===== src/rtl/vga_rect_bouncer_if.sv =====
// rtl/vga_rect_bouncer_if.sv - pixel strobe in, registered VGA signals out; i_pause only with RECT_PAUSE_EN
interface vga_rect_bouncer_if;
  logic       i_pix_stb;
`ifdef RECT_PAUSE_EN
  logic       i_pause;
`endif
  logic       o_hs;
  logic       o_vs;
  logic       o_blank;
  logic       o_frame;
  logic [9:0] o_x;
  logic [9:0] o_y;
  logic [7:0] o_rgb;

`ifdef RECT_PAUSE_EN
  modport master (
    output i_pix_stb, i_pause,
    input  o_hs, o_vs, o_blank, o_frame, o_x, o_y, o_rgb
  );
  modport slave (
    input  i_pix_stb, i_pause,
    output o_hs, o_vs, o_blank, o_frame, o_x, o_y, o_rgb
  );
`else
  modport master (
    output i_pix_stb,
    input  o_hs, o_vs, o_blank, o_frame, o_x, o_y, o_rgb
  );
  modport slave (
    input  i_pix_stb,
    output o_hs, o_vs, o_blank, o_frame, o_x, o_y, o_rgb
  );
`endif
endinterface


===== src/rtl/vga_rect_bouncer.sv =====
// rtl/vga_rect_bouncer.sv - VGA timing plus N_RECT bouncing rectangles, RGB332; RECT_PAUSE_EN adds i_pause
module vga_rect_bouncer #(
  parameter int H_ACTIVE = 640,
  parameter int H_FP     = 16,
  parameter int H_SYNC   = 96,
  parameter int H_BP     = 48,
  parameter int V_ACTIVE = 480,
  parameter int V_FP     = 10,
  parameter int V_SYNC   = 2,
  parameter int V_BP     = 33,
  parameter int N_RECT   = 4,
  parameter int RECT_W   = 160,
  parameter int RECT_H   = 160,
  parameter int STEP     = 2
) (
  input logic               i_clk,
  input logic               i_rst,
  vga_rect_bouncer_if.slave bus
);

  localparam int H_TOTAL = H_ACTIVE + H_FP + H_SYNC + H_BP;
  localparam int V_TOTAL = V_ACTIVE + V_FP + V_SYNC + V_BP;

  localparam logic [9:0]  H_LAST = 10'(H_TOTAL - 1);
  localparam logic [9:0]  V_LAST = 10'(V_TOTAL - 1);
  localparam logic [9:0]  H_ACT  = 10'(H_ACTIVE);
  localparam logic [9:0]  V_ACT  = 10'(V_ACTIVE);
  localparam logic [9:0]  HS_BEG = 10'(H_ACTIVE + H_FP);
  localparam logic [9:0]  HS_END = 10'(H_ACTIVE + H_FP + H_SYNC);
  localparam logic [9:0]  VS_BEG = 10'(V_ACTIVE + V_FP);
  localparam logic [9:0]  VS_END = 10'(V_ACTIVE + V_FP + V_SYNC);
  localparam logic [10:0] W11    = 11'(RECT_W);
  localparam logic [10:0] H11    = 11'(RECT_H);
  localparam logic [10:0] S11    = 11'(STEP);
  localparam logic [9:0]  S10    = 10'(STEP);

  logic [9:0]        h;
  logic [9:0]        v;
  logic [9:0]        rx [N_RECT];
  logic [9:0]        ry [N_RECT];
  logic [N_RECT-1:0] dx_neg;
  logic [N_RECT-1:0] dy_neg;
  logic [9:0]        nxt_rx [N_RECT];
  logic [9:0]        nxt_ry [N_RECT];
  logic [N_RECT-1:0] nxt_dxn;
  logic [N_RECT-1:0] nxt_dyn;
  logic [7:0]        pix_rgb;
  logic              blank_now;
  logic              motion_stb;
  logic              move_en;

  // Start position base+pitch*k, clamped so the rectangle fits in the active area.
  function automatic logic [9:0] init_pos(input int base, input int pitch, input int k, input int lim);
    int p;
    p = base + pitch * k;
    if (p > lim) p = lim;
    return 10'(p);
  endfunction

  // One frame of motion on one axis; returns {negative_direction, position}.
  // The 11-bit sum keeps pos+STEP+size from wrapping near the far edge.
  function automatic logic [10:0] move_axis(input logic [9:0] pos, input logic neg,
                                            input int span, input int size);
    logic [10:0] p11;
    p11 = {1'b0, pos};
    if (!neg) begin
      if (p11 + S11 + 11'(size) > 11'(span)) return {1'b1, 10'(span - size)};
      else                                    return {1'b0, pos + S10};
    end else begin
      if (p11 < S11) return {1'b0, 10'd0};
      else           return {1'b1, pos - S10};
    end
  endfunction

  function automatic logic [7:0] color_of(input int k);
    case (k % 8)
      0:       return 8'hE0;
      1:       return 8'h1C;
      2:       return 8'h03;
      3:       return 8'hFC;
      4:       return 8'hE3;
      5:       return 8'h1F;
      6:       return 8'hFF;
      default: return 8'h92;
    endcase
  endfunction

  assign motion_stb = bus.i_pix_stb && (h == 10'd0) && (v == V_ACT);
`ifdef RECT_PAUSE_EN
  assign move_en = motion_stb && !bus.i_pause;
`else
  assign move_en = motion_stb;
`endif

  // Composite the current pixel; scanning from the top index down lets the lowest hit win.
  always_comb begin
    pix_rgb   = 8'h00;
    blank_now = (h >= H_ACT) || (v >= V_ACT);
    for (int k = N_RECT - 1; k >= 0; k--) begin
      if (({1'b0, h} >= {1'b0, rx[k]}) && ({1'b0, h} < {1'b0, rx[k]} + W11) &&
          ({1'b0, v} >= {1'b0, ry[k]}) && ({1'b0, v} < {1'b0, ry[k]} + H11))
        pix_rgb = color_of(k);
    end
  end

  // Candidate positions/directions for the next motion update.
  always_comb begin
    nxt_dxn = dx_neg;
    nxt_dyn = dy_neg;
    for (int k = 0; k < N_RECT; k++) begin
      {nxt_dxn[k], nxt_rx[k]} = move_axis(rx[k], dx_neg[k], H_ACTIVE, RECT_W);
      {nxt_dyn[k], nxt_ry[k]} = move_axis(ry[k], dy_neg[k], V_ACTIVE, RECT_H);
    end
  end

  // Raster counters, advancing only on the pixel strobe.
  always_ff @(posedge i_clk or negedge i_rst) begin
    if (!i_rst) begin
      h <= '0;
      v <= '0;
    end else if (bus.i_pix_stb) begin
      if (h == H_LAST) begin
        h <= '0;
        v <= (v == V_LAST) ? 10'd0 : v + 10'd1;
      end else begin
        h <= h + 10'd1;
      end
    end
  end

  // Registered outputs, all taken from the pre-increment h/v so they stay aligned.
  always_ff @(posedge i_clk or negedge i_rst) begin
    if (!i_rst) begin
      bus.o_hs    <= 1'b1;
      bus.o_vs    <= 1'b1;
      bus.o_blank <= 1'b0;
      bus.o_frame <= 1'b0;
      bus.o_x     <= '0;
      bus.o_y     <= '0;
      bus.o_rgb   <= '0;
    end else begin
      bus.o_frame <= motion_stb;
      if (bus.i_pix_stb) begin
        bus.o_hs    <= !((h >= HS_BEG) && (h < HS_END));
        bus.o_vs    <= !((v >= VS_BEG) && (v < VS_END));
        bus.o_blank <= blank_now;
        bus.o_x     <= h;
        bus.o_y     <= v;
        bus.o_rgb   <= blank_now ? 8'h00 : pix_rgb;
      end
    end
  end

  // Rectangle state: initial layout on reset, one bounce step per frame.
  always_ff @(posedge i_clk or negedge i_rst) begin
    if (!i_rst) begin
      for (int k = 0; k < N_RECT; k++) begin
        rx[k]     <= init_pos(40, 80, k, H_ACTIVE - RECT_W);
        ry[k]     <= init_pos(40, 60, k, V_ACTIVE - RECT_H);
        dx_neg[k] <= (k % 2) == 1;
      end
      dy_neg <= '0;
    end else if (move_en) begin
      for (int k = 0; k < N_RECT; k++) begin
        rx[k] <= nxt_rx[k];
        ry[k] <= nxt_ry[k];
      end
      dx_neg <= nxt_dxn;
      dy_neg <= nxt_dyn;
    end
  end

endmodule


===== src/flat_wrapper.sv =====
// flat-port wrapper written by rule: the top's interface ports become plain ports
module vga_rect_bouncer_flat 
#(
  parameter int H_ACTIVE = 640,
  parameter int H_FP     = 16,
  parameter int H_SYNC   = 96,
  parameter int H_BP     = 48,
  parameter int V_ACTIVE = 480,
  parameter int V_FP     = 10,
  parameter int V_SYNC   = 2,
  parameter int V_BP     = 33,
  parameter int N_RECT   = 4,
  parameter int RECT_W   = 160,
  parameter int RECT_H   = 160,
  parameter int STEP     = 2
)
  (i_clk, i_rst, bus_i_pix_stb, bus_o_hs, bus_o_vs, bus_o_blank, bus_o_frame, bus_o_x, bus_o_y, bus_o_rgb);
  vga_rect_bouncer_if bus_i ();
  input logic i_clk;
  input logic i_rst;
  input wire logic [$bits(bus_i.i_pix_stb)-1:0] bus_i_pix_stb;
  output wire logic [$bits(bus_i.o_hs)-1:0] bus_o_hs;
  output wire logic [$bits(bus_i.o_vs)-1:0] bus_o_vs;
  output wire logic [$bits(bus_i.o_blank)-1:0] bus_o_blank;
  output wire logic [$bits(bus_i.o_frame)-1:0] bus_o_frame;
  output wire logic [$bits(bus_i.o_x)-1:0] bus_o_x;
  output wire logic [$bits(bus_i.o_y)-1:0] bus_o_y;
  output wire logic [$bits(bus_i.o_rgb)-1:0] bus_o_rgb;
  assign bus_i.i_pix_stb = bus_i_pix_stb;
  assign bus_o_hs = bus_i.o_hs;
  assign bus_o_vs = bus_i.o_vs;
  assign bus_o_blank = bus_i.o_blank;
  assign bus_o_frame = bus_i.o_frame;
  assign bus_o_x = bus_i.o_x;
  assign bus_o_y = bus_i.o_y;
  assign bus_o_rgb = bus_i.o_rgb;
  vga_rect_bouncer #(.H_ACTIVE(H_ACTIVE), .H_FP(H_FP), .H_SYNC(H_SYNC), .H_BP(H_BP), .V_ACTIVE(V_ACTIVE), .V_FP(V_FP), .V_SYNC(V_SYNC), .V_BP(V_BP), .N_RECT(N_RECT), .RECT_W(RECT_W), .RECT_H(RECT_H), .STEP(STEP)) u_core (.i_clk(i_clk), .i_rst(i_rst), .bus(bus_i));
endmodule

===== config.mk =====
export PLATFORM = sky130hd
export DESIGN_NAME = vga_rect_bouncer_flat
export DESIGN_NICKNAME = d
export VERILOG_FILES = /design/src/rtl/vga_rect_bouncer_if.sv /design/src/rtl/vga_rect_bouncer.sv /design/src/flat_wrapper.sv
export SDC_FILE = /design/constraint.sdc
export NUM_CORES = 1
export LEC_CHECK = 0
export BUFFER_PORTS_ARGS = -buffer_cell sky130_fd_sc_hd__buf_2
export CELL_PAD_IN_SITES_DETAIL_PLACEMENT = 1
export CELL_PAD_IN_SITES_GLOBAL_PLACEMENT = 1
export CORE_MARGIN = 4
export CORE_UTILIZATION = 53
export DETAILED_ROUTE_END_ITERATION = 8
export PLACE_DENSITY = 0.93
export SETUP_SLACK_MARGIN = 0.1
export SYNTH_ARGS = -nofsm -noshare
export SYNTH_HDL_FRONTEND = slang
export SYNTH_SLANG_ARGS = --single-unit

===== constraint.sdc =====
create_clock -name i_clk -period 9.5 [get_ports i_clk]
set_clock_uncertainty 0.2 [all_clocks]
set_input_delay 0.95 -clock i_clk [delete_from_list [all_inputs] [get_ports i_clk]]
set_output_delay 0.95 -clock i_clk [all_outputs]
set_load 0.02 [all_outputs]

# --- After elaboration in Yosys (flattened, before gate mapping) ---
# Cells that the tools add are included.
classes:
  n_mux: 31
  eq_ne: 3
  order_cmp: 38
  n_reduce_logical: 21
  n_addsub: 42
ops:
  columns: ["operator", "count"]
  rows:
  - ["$mux 11", 24]
  - ["$add 10x2->11 const B", 8]
  - ["$add 10x8->11 const B", 8]
  - ["$add 11x8->11 const B", 8]
  - ["$lt 10x11->1", 8]
  - ["$add 10x2->10 const B", 8]
  - ["$ge 10x10->1", 8]
  - ["$lt 10x2->1 const B", 8]
  - ["$sub 10x2->10 const B", 8]
  - ["$gt 11x10->1 const B", 4]
  - ["$gt 11x9->1 const B", 4]
  - ["$mux 8", 5]
  - ["$add 10x1->10 const B", 2]
  - ["$eq 10x10->1 const B", 2]
  - ["$ge 10x10->1 const B", 2]
  - ["$ge 10x9->1 const B", 2]
  - ["$mux 10", 2]
  - ["$logic_and 1x1->1", 16]
  - ["$eq 10x9->1 const B", 1]
  - ["$logic_not 10->1", 1]
  - ["$lt 10x10->1 const B", 1]
  - ["$lt 10x9->1 const B", 1]
  - ["$logic_not 1->1", 2]
  - ["$reduce_and 2->1", 1]
  - ["$logic_or 1x1->1", 1]
totals:
  wordCells: 154
  output_inout_bits: 32
  inputBits: 3
  ff_bits: 140

# --- Logic depth before layout (Yosys ltp) ---
# Gate-level depths: netlist of the first run.
logic_depth:
  ltp_word: 10
  ltp_mapped: 12
  mapped_depth_nobuf: 11

# --- Least setup slack after synthesis of the first run ---
# OpenSTA, ideal clock, no wires.
synth_path:
  path_kind: "register to register"
  start: "register u_core.ry[26] (netlist bit)"
  end: "register u_core.bus.o_rgb[6]"
  setup_ns: 0.121
  n_path_buf: 1
  setup_slack_ns: 6.306
  synth_period_minus_slack_ns: 3.194
  path_stages_with_launch: 12
  required_time_ns: 9.179
  arrival_ns: 2.873
  path_cell_list: "dfstp_2 -> clkbuf_1 -> inv_1 -> ha_1 -> inv_1 -> ha_1 -> nor2b_1 -> a221oi_1 -> nor3_1 -> or4_1 -> a31o_1 -> a22o_1"
synth_via:
  elab_chain_len: 6
  elab_cells_between_ends: 8
  cone_classes: "add/sub: 1; order compare: 2; mux: 3; reduce/logical: 2"
synth_lines:
  columns: ["element", "line", "rtl"]
  rows:
  - ["from (decl)", "vga_rect_bouncer.sv:40", "logic [9:0] ry [N_RECT];"]
  - ["from (signal, indexed assignment)", "vga_rect_bouncer.sv:159", "ry[k] <= init_pos(40, 60, k, V_ACTIVE - RECT_H);"]
  - ["from (signal, indexed assignment)", "vga_rect_bouncer.sv:166", "ry[k] <= nxt_ry[k];"]
  - ["$add 10x8->11 / $ge 10x10->1 (equally long branches)", "vga_rect_bouncer.sv:101", "({1'b0, v} >= {1'b0, ry[k]}) && ({1'b0, v} < {1'b0, ry[k]} + H11))"]
  - ["$lt 10x11->1 / $logic_and 1x1->1 (equally long branches)", "vga_rect_bouncer.sv:101, vga_rect_bouncer.sv:100", null]
  - ["$logic_and 1x1->1 *", "vga_rect_bouncer.sv:101", null]
  - ["$mux 8 * (2 in a row)", "vga_rect_bouncer.sv:100", "if (({1'b0, h} >= {1'b0, rx[k]}) && ({1'b0, h} < {1'b0, rx[k]} + W11) &&"]
  - ["$mux 8 *", "vga_rect_bouncer.sv:149", "bus.o_rgb <= blank_now ? 8'h00 : pix_rgb;"]
  - ["to (signal assigned)", "vga_rect_bouncer.sv:149", null]
  - ["to (decl)", "vga_rect_bouncer_if.sv:31", "output o_hs, o_vs, o_blank, o_frame, o_x, o_y, o_rgb"]
# Every way passes the cells marked *; elsewhere a longest branch is shown, timed or not.
# A chain may end at the register's enable or synchronous reset.

# --- Worst setup path in the final report of the first run ---
layout_path:
  start: "register u_core.v[5]"
  end: "register u_core.rx[19] (netlist bit)"
layout_via:
  elab_chain_len: 2
layout_lines:
  columns: ["element", "line", "rtl"]
  rows:
  - ["from (decl)", "vga_rect_bouncer.sv:38", "logic [9:0] v;"]
  - ["from (signal assigned)", "vga_rect_bouncer.sv:124", "v <= (v == V_LAST) ? 10'd0 : v + 10'd1;"]
  - ["$eq 10x9->1", "vga_rect_bouncer.sv:88", "assign motion_stb = bus.i_pix_stb && (h == 10'd0) && (v == V_ACT);"]
  - ["$logic_and 1x1->1", "vga_rect_bouncer.sv:88", null]
  - ["to (signal, indexed assignment)", "vga_rect_bouncer.sv:158", "rx[k] <= init_pos(40, 80, k, H_ACTIVE - RECT_W);"]
  - ["to (signal, indexed assignment)", "vga_rect_bouncer.sv:165", "rx[k] <= nxt_rx[k];"]
  - ["to (decl)", "vga_rect_bouncer.sv:39", "logic [9:0] rx [N_RECT];"]
# Every way passes these cells.

==> metrics.txt, run 1 <==
Synth top area share=0.206; FF-to-FF Start=u_core.v[5]; Port Buf Inserts=34; clock root cell=clkbuf_16; Vias=12600; Reg clk slew, reported paths=70 ps; final setup vio count=0; max incr delay on CP=840 ps; vias per inst=7.33; Die Area=25200 um2; total power=1.62 mW; die width=159 um; initial core utilization=0.545; Post-synth EDFFs=0; Starting DRT DRC Count=1120; Final HPWL DP=27.2 mm; WS Path Type=flop to flop; Main synth FF type=dfrtp_1; pwr dens=127 nW/um2; WP data arrival=4020 ps; Critical Path Sink Type=flop; ANT cells=0; Num CTS Buffers=17; count leader, synth=ha_1; minimum clock period after layout=3910 ps; Post-Route Setup TNS=0 ps; fmax=256 MHz; failing checks=design-rule violations; Final Max Tran Viols=0; TritonCTS clock tree=done; drc violations=2; setup bufs post-CTS=0; CP Launch Point=u_core.v[5]; library cells used by synthesis=83; Hold Buf Count CTS=0; H-tree depth=4; Buf/Inv on CP=2; Mapped Nets=1631; GP Congestion=0.899; sequential share of the synthesized area=0.267; Crit. path cell count=9; status=finished, violations left; grt total ovfl=0; Worst Tran Pin Value=1150 ps; Post-synth top cells=156 x ha_1, 128 x o21ai_0, 105 x a21oi_1, 99 x dfrtp_1, 99 x inv_1; Gate Count Post-Synth=1472; crit path launch type=flop; area grow syn2layout=6.24%; Post-CTS Resized=0; Fin. Hold Viols=0; ratio of cells with drive above 1 in the final layout=0.0982; All-Layer GR Usage=0.359; antenna-violating nets left=0; Mapped Area=12000 um2; vias in the first global route=13400; per-cell routed wire length=26.0 um; final period utilization=0.412; Bufs on Longest Clock Path=2; final WL=44.8 mm; cell family with most CP delay=buffers and inverters; Final Cell Area=12800 um2; first-pass GRT wire length=72.1 mm; synthesis-stage register bit count=127; Initial DRT Pass Iterations=7; Lkg Pwr=5.56 nW; Area contributors post-synth=dfrtp_1 21%, ha_1 16%, dfstp_2 6.1%; Hold/Removal Path Class=input pin to asynchronous set/reset pin; syn_area_per_cell=8.17 um2; maxcap violations=0; Critical Path RT=9600 ps; Post-layout nets=1592; Die Y=159 um; pin count of the biggest net entering global routing=68; Sink Count=127; Ys Warns=0; maximum vdd drop=0.135 mV; final core occ=0.579; Async SR Flop Fraction=1.00; IO Pins=35; Synth area leader=dfrtp_1; R2R depth=9; row count=54; crit-path cells=nand4_1 > or3_1 > or2_2 > buf_4 > inv_2 > o21a_1 > nor2_1 > a41oi_1 > o31ai_1; crit path max fanout=62; Hold Slack=308 ps; initial antenna violation count=0; CP max stage cell=inv_2; Clock Latency Late Sink=460 ps; Post-Place Cell Area=12200 um2; max_slew headroom=0.224; unrepaired setup endpoints after global routing=false; core region area=22100 um2
==> path summary, 6_finish.rpt <==
check                                    to  slack (ps)
setup / recovery              u_core.rx[19]        5590
hold / removal             u_core.dx_neg[2]         310
setup reg to reg              u_core.rx[19]        5590
hold reg to reg             u_core.bus.o_hs         310
max in group asynchronous     u_core.ry[32]        7460
min in group i_clk          u_core.bus.o_hs         310
==> cell families (layout without fill, tap and decap cells) <==
group	count (synthesis)	count (layout)	synth area share
simple gates	473	473	0.206
compound gates	450	450	0.243
buf+inv	199	173	0.0682
fa+ha+maj	156	156	0.162
flops	127	127	0.267
xor+xnor	46	46	0.0335
mux	21	21	0.0197
==> metal layers <==
metal | global-route usage | routed length, um | vias to the layer above
met5 | 0 | 0 | -
met3 | 0.0690 | 3330 | 264
met2 | 0.602 | 21700 | 745
met4 | 0.201 | 2560 | 0
li1 | - | - | 5425
met1 | 0.432 | 17200 | 6209
==> cell type report <==
| cell class | count | area [um2] |
|---|---|---|
| timing repair buffer | 41 | 229 |
| fill | 2624 | 9310 |
| inverter | 100 | 375 |
| sequential | 127 | 3210 |
| multi-input combinational | 1146 | 8000 |
| clock inverter | 15 | 191 |
| tap | 280 | 350 |
| clock buffer | 17 | 425 |
==> per-stage QoR <==
stage / setup WS, ps / instances
CTS: 5650 / 1726
finish: 5590 / 1726
detailed placement: 5310 / 1694
global route: 5450 / 1726
floorplan: 6310 / 1472
global placement: 5390 / 1694
==> registers in the layout, summed over array words and instances, names as in the netlist, 3 cells and up <==
name and count:
u_core.bus.o_rgb 3, u_core.bus.o_x 10, u_core.bus.o_y 10, u_core.dx_neg 4, u_core.dy_neg 4, u_core.h 10
u_core.rx 36, u_core.ry 36, u_core.v 10
==> cell usage in the layout (no fill, tap or decap), types with 6 or more instances in the layout <==
cell type | synthesis | routed
nand4_1 | 45 | 45
a32o_1 | 6 | 6
dfrtp_1 | 99 | 99
clkbuf_16 | 0 | 17
nand3_1 | 53 | 53
nor2b_1 | 11 | 11
a21oi_1 | 105 | 105
ha_1 | 156 | 156
buf_4 | 5 | 7
xor2_1 | 16 | 16
and2_1 | 11 | 11
inv_1 | 99 | 99
o2111ai_1 | 7 | 7
nand2b_1 | 8 | 8
a221oi_1 | 8 | 8
a211oi_1 | 14 | 14
a41o_1 | 6 | 6
o21a_1 | 11 | 11
dfstp_2 | 28 | 28
o22ai_1 | 7 | 7
nand2_1 | 91 | 91
xnor2_1 | 30 | 30
buf_2 | 26 | 33
a41oi_1 | 9 | 9
inv_8 | 0 | 7
o21ai_0 | 128 | 128
o211ai_1 | 16 | 16
or3_1 | 18 | 18
a31oi_1 | 31 | 31
nor3_1 | 70 | 70
o31ai_1 | 10 | 10
and3_1 | 29 | 29
a21o_1 | 11 | 11
nor4_1 | 23 | 23
o21ai_1 | 6 | 6
nor2_1 | 78 | 78
a2111oi_0 | 10 | 10
mux2_2 | 21 | 21
==> report_power, final <==
| part | switching (mW) | internal (mW) |
|---|---|---|
| Combinational | 0.163 | 0.108 |
| Sequential | 0.0673 | 0.568 |
| Clock | 0.333 | 0.381 |
==> worst register-to-register path: stages (launching register included) <==
cell,delay [ps]
dfrtp_1,790
nand4_1,250
or3_1,370
or2_2,310
buf_4,350
inv_2,850
o21a_1,230
nor2_1,50
a41oi_1,240
o31ai_1,130
Note: power is estimated with default switching activity, not from simulation.
==> run 2: changes to the inputs <==
--- a/config.mk
+++ b/config.mk
@@ -9,9 +9,9 @@
 export CELL_PAD_IN_SITES_DETAIL_PLACEMENT = 1
 export CELL_PAD_IN_SITES_GLOBAL_PLACEMENT = 1
 export CORE_MARGIN = 4
-export CORE_UTILIZATION = 53
+export CORE_UTILIZATION = 44
 export DETAILED_ROUTE_END_ITERATION = 8
-export PLACE_DENSITY = 0.93
+export PLACE_DENSITY = 0.83
 export SETUP_SLACK_MARGIN = 0.1
 export SYNTH_ARGS = -nofsm -noshare
 export SYNTH_HDL_FRONTEND = slang
==> constraint.sdc (replaced) <==
create_clock -name i_clk -period 3.3 [get_ports i_clk]
set_clock_uncertainty 0.2 [all_clocks]
set_input_delay 0.33 -clock i_clk [delete_from_list [all_inputs] [get_ports i_clk]]
set_output_delay 0.33 -clock i_clk [all_outputs]
set_load 0.02 [all_outputs]
==> run 2 against run 1 <==
The flow now finishes without violations. Global-route usage is 9.9 points lower. Sequential cell count stayed put. Utilization is 7.9 points lower. Critical path type unchanged. Largest cell class unchanged. Highest routed layer unchanged.
==> metrics.txt, run 2 (synthesized netlist as in run 1, its figures left out) <==
status=finished, final reports clean; Clock Latency Late Sink=450 ps; pwr dens=341 nW/um2; initial core utilization=0.446; Gate power share=0.181; crit-path cells=ha_4 > o21ai_1 > xnor2_1 > ha_1 > a21oi_2 > o221ai_2 > a31o_2 > or4_4 > a31o_1 > a22o_1; Fin. Hold Viols=0; Post-Route Setup TNS=0 ps; maxcap violations=0; Buf/Inv on CP=0; commonest non-fill, non-tap cells in the layout=154 x ha_1, 125 x o21ai_0, 103 x a21oi_1; Post-Place Cell Area=12700 um2; antenna-violating nets left=0; R2R depth=10; max incr delay on CP=610 ps; Lkg Pwr=5.92 nW; cell family with most CP delay=compound AO/OA/AOI/OAI gates; largest registers=u_core.rx x36, u_core.ry x36; sw frac=0.334; worst hold stages=3; Final Max Tran Viols=0; Die Y=173 um; vias in the first global route=12600; WP data arrival=3420 ps; core region area=27000 um2; sw power=1.54 mW; Final Cell Area=13500 um2; clock root cell=clkbuf_16; IO Pins=35; crit path launch type=flop; ANT cells=0; Num CTS Buffers=17; first-pass GRT wire length=65.5 mm; row count=60; final WL=40.6 mm; Seq pwr share=0.384; Bufs on Longest Clock Path=2; Final HPWL DP=28.1 mm; total power=4.60 mW; vias per inst=6.51; GP Congestion=0.912; commonest non-fill, non-tap cell in the layout=ha_1; Die Area=30100 um2; final setup vio count=0; per-cell routed wire length=21.9 um; clock network power share=0.435; CP max stage cell=dfstp_2; unrepaired setup endpoints after global routing=true; Critical Path RT=3430 ps; initial antenna violation count=0; FF-to-FF Start=u_core.ry[26]; WHS Endpoint=u_core.h[2]; crit path max fanout=3; minimum clock period after layout=3290 ps; max_slew headroom=0.419; drc violations=0; Final WS setup=6.67 ps; maximum vdd drop=0.348 mV; All-Layer GR Usage=0.260; area grow syn2layout=12.0%; Sink Count=127; Vias=12100; WS Path Type=flop to flop; ratio of cells with drive above 1 in the final layout=0.149; fmax=304 MHz; Reg clk slew, reported paths=80 ps; Starting DRT DRC Count=836; final period utilization=0.998; Worst R2R End=u_core.bus.o_rgb[6]; fill count=3209; Worst Tran Pin Value=863 ps; dpl ws=71.1 ps; Hold Slack=39.1 ps; Port Buf Inserts=34; Initial DRT Pass Iterations=5; worst hold start=bus_i_pix_stb; die width=173 um; Hold/Removal Path Class=input pin to flop; pin count of the biggest net entering global routing=58; Critical Path Sink Type=flop; reg-to-reg setup timing slack=7 ps; internal power component=3.06 mW; H-tree depth=4; Post-layout nets=1660; grt total ovfl=0; TritonCTS clock tree=done
[run 2: changes by cell type in the layout (fill, tap and decap cells not counted), moves of 2 or more]
cell and delta:
a221oi_2 +3, buf_6 +3, ha_4 +2, ha_1 -2
a211oi_1 -3, inv_8 -2, inv_6 +2, a21oi_1 -2
o21ai_0 -3, clkinv_8 -2, a211oi_2 +3, a221oi_1 -3
buf_4 +63, o21ai_1 +3
[run 2: power by group through the flow]
stage               clock [mW]  sequential, mW  combinational, mW
floorplan                    0            1.80              0.446
detailed placement           0            1.79              0.822
global placement             0            1.78              0.758
CTS                       2.03            1.76              0.834
global route              2.09            1.77              0.928
finish                    2.00            1.76              0.835
[run 2: per-layer routing]
layer / routed length [um] / GRT usage
met5: 0 / 0
met2: 19700 / 0.445
met4: 1190 / 0.0878
met3: 2070 / 0.0377
met1: 17700 / 0.337
[run 2: worst reg2reg max path: cells and delay by family (launching register included)]
| family | cells | cell delay, ps |
|---|---|---|
| AOI/OAI and AO/OA | 6 | 1040 |
| adders and majority gates | 2 | 480 |
| and+or+nand+nor | 1 | 570 |
| xor gates and xnor gates | 1 | 270 |
| DFF | 1 | 610 |
[run 2: area by class of cell]
| cell class | instances | area, um2 | share of cell area |
|---|---|---|---|
| clock inverter | 15 | 166 | 0.0124 |
| sequential | 127 | 3210 | 0.239 |
| timing repair buffer | 109 | 766 | 0.0568 |
| clock buffer | 17 | 425 | 0.0316 |
| inverter | 100 | 375 | 0.0279 |
| multi-input combinational | 1146 | 8100 | 0.601 |
| tap | 341 | 427 | 0.0317 |
[run 2: worst max-delay path by stage]
stage | slack, ps | from | end | depth (start not counted)
floorplan | 110 | u_core.ry[26] | u_core.bus.o_rgb[6] | 11
global placement | 140 | u_core.rx[26] | u_core.bus.o_rgb[6] | 11
detailed placement | 70 | u_core.ry[25] | u_core.bus.o_rgb[6] | 10
CTS | 60 | u_core.ry[25] | u_core.bus.o_rgb[6] | 10
global route | -50 | u_core.ry[26] | u_core.bus.o_rgb[6] | 11
finish | 7 | u_core.ry[26] | u_core.bus.o_rgb[6] | 10
[run 2: repair_timing]
action	CTS	global route
resized for setup	6	21
hold endpoints to repair	37	0
setup endpoints to repair	3	3
pin swaps	0	16
buffers inserted	0	11
hold buffers	1	0
gates cloned	0	0
[run 2: stage by stage]
step / util / instances
after floorplan: - / 1472
after detailed placement: 0.470 / 1811
after CTS: 0.494 / 1844
final: 0.500 / 1855
after global placement: 0.470 / 1811
after global routing: 0.500 / 1855
==> run 3: changes to the inputs <==
--- a/config.mk
+++ b/config.mk
@@ -12,7 +12,9 @@
 export CORE_UTILIZATION = 44
 export DETAILED_ROUTE_END_ITERATION = 8
 export PLACE_DENSITY = 0.83
+export RECOVER_POWER = 50
 export SETUP_SLACK_MARGIN = 0.1
 export SYNTH_ARGS = -nofsm -noshare
 export SYNTH_HDL_FRONTEND = slang
 export SYNTH_SLANG_ARGS = --single-unit
+export TNS_END_PERCENT = 50
==> run 3 against run 2 <==
The run now ends with max-capacitance violations, max-slew violations left. Clock-buffer cell count did not move. Utilization decreased by 0.56 points. Non-clock buffer count shrank 7. Via count down 0.85%. Sequential share of layout area up 0.27 points. Sequential cell count is the same. Cell area shrank 1.1%. Largest cell class unchanged. Largest power group unchanged. Highest routed layer unchanged.
==> metrics.txt, run 3 (synthesized netlist as in run 1, its figures left out) <==
unrepaired setup endpoints after global routing=true; Worst Tran Pin Value=1650 ps; CP max stage cell=or4_4; commonest non-fill, non-tap cell in the layout=ha_1; drc violations=0; Lkg Pwr=5.74 nW; failing checks=max-capacitance violations, max-slew violations; grt total ovfl=0; Final HPWL DP=28.1 mm; max incr delay on CP=590 ps; final core occ=0.494; Final WS setup=71.4 ps; largest registers=u_core.rx x36, u_core.ry x36; maximum vdd drop=0.342 mV; die width=173 um; Die Y=173 um; area grow syn2layout=10.7%; Final Max Tran Viols=89; Port Buf Inserts=34; core region area=27000 um2; All-Layer GR Usage=0.260; Post-layout nets=1653; Worst R2R End=u_core.bus.o_rgb[6]; vias per inst=6.48; pwr dens=344 nW/um2; Critical Path RT=3430 ps; max_slew headroom=-0.0986; Post-Route Setup TNS=0 ps; Vias=12000; R2R depth=10; crit-path cells=inv_1 > ha_1 > inv_1 > ha_1 > nor2b_1 > a221oi_2 > nor3_1 > or4_4 > a31o_1 > a22o_1; crit path launch type=flop; H-tree depth=4; WP data arrival=3360 ps; ratio of cells with drive above 1 in the final layout=0.120; post-route non-filler standard cell count=1848; ANT cells=0; pin count of the biggest net entering global routing=58; final WL=39.7 mm; CP Capture Point=u_core.bus.o_rgb[6]; reg-to-reg setup timing slack=70 ps; Clock Latency Late Sink=440 ps; Num CTS Buffers=17; IO Pins=35; Sink Count=127; cell family with most CP delay=simple AND/OR/NAND/NOR gates; Initial DRT Pass Iterations=5; Bufs on Longest Clock Path=2; maxcap violations=2; dpl ws=71.1 ps; commonest non-fill, non-tap cells in the layout=154 x ha_1, 127 x o21ai_0, 105 x a21oi_1; Die Area=30100 um2; vias in the first global route=12600; status=finished, violations left; fmax=310 MHz; placed cell count=1811; area of the multi-input gates=8070 um2; Buf/Inv on CP=2; total power=4.58 mW; initial core utilization=0.446; clock root cell=clkbuf_16; GP Congestion=0.912; Reg clk slew, reported paths=80 ps; initial antenna violation count=0; final period utilization=0.978; CP Launch Point=u_core.ry[26]; Fin. Hold Viols=0; Hold/Removal Path Class=input pin to flop; Critical Path Sink Type=flop; per-cell routed wire length=21.5 um; fill count=3234; FF-to-FF Start=u_core.ry[26]; first-pass GRT wire length=65.5 mm; WS Path Type=flop to flop; row count=60; minimum clock period after layout=3230 ps; final setup vio count=0; antenna-violating nets left=0; Crit. path cell count=10; Starting DRT DRC Count=854; storage element area=3210 um2; crit path max fanout=4; TritonCTS clock tree=done
run 3: area by class of cell:
| class | count | area share |
|---|---|---|
| repair buffers | 102 | 0.0485 |
| inverters | 100 | 0.0282 |
| flip-flops and latches | 127 | 0.241 |
| clock inverters | 15 | 0.0125 |
| multi-input cells | 1146 | 0.606 |
| well taps | 341 | 0.0320 |
| clock buffers | 17 | 0.0319 |
run 3: metrics by stage:
step / cell area (um2) / hold slack, ps
floorplan: 12000 / -166
global placement: 12700 / 165
detailed placement: 12700 / 176
CTS: 13300 / 23.3
global route: 13300 / 124
finish: 13300 / 80.0
run 3: worst min-delay path by stage:
stage | slack (ps) | endpoint | cells after the start | startpoint
CTS | 20 | u_core.h[2] | 3 | bus_i_pix_stb
finish | 80 | u_core.h[2] | 3 | bus_i_pix_stb
global route | 120 | u_core.h[2] | 3 | bus_i_pix_stb
global placement | 160 | u_core.rx[14] | 1 | i_rst
detailed placement | 180 | u_core.rx[14] | 1 | i_rst
floorplan | -170 | u_core.bus.o_blank | 0 | i_rst
run 3: report_power, final:
| part | leakage [nW] | internal [mW] | switching (mW) |
|---|---|---|---|
| clock network | 0.287 | 1.08 | 0.916 |
| logic | 3.92 | 0.330 | 0.489 |
| registers | 1.54 | 1.64 | 0.125 |
| total | 5.74 | 3.05 | 1.53 |
run 3: metal layers:
metal	global-route usage	wire [um]
met3	0.0377	1840
met4	0.0878	998
met5	0	0
met1	0.337	17700
met2	0.445	19200
run 3: what timing repair did:
item,CTS,global route
pin swaps,0,3
hold buffers,1,0
buffers inserted,0,4
gates resized for setup,6,10
hold endpoints to repair,37,0
endpoints found under the setup margin,3,3
run 3: worst register-to-register path, stage by stage, from the launching register on:
cell and delay, ps:
dfstp_2 570, inv_1 90, ha_1 300, inv_1 60, ha_1 320, nor2b_1 170, a221oi_2 290, nor3_1 90
or4_4 590, a31o_1 240, a22o_1 190
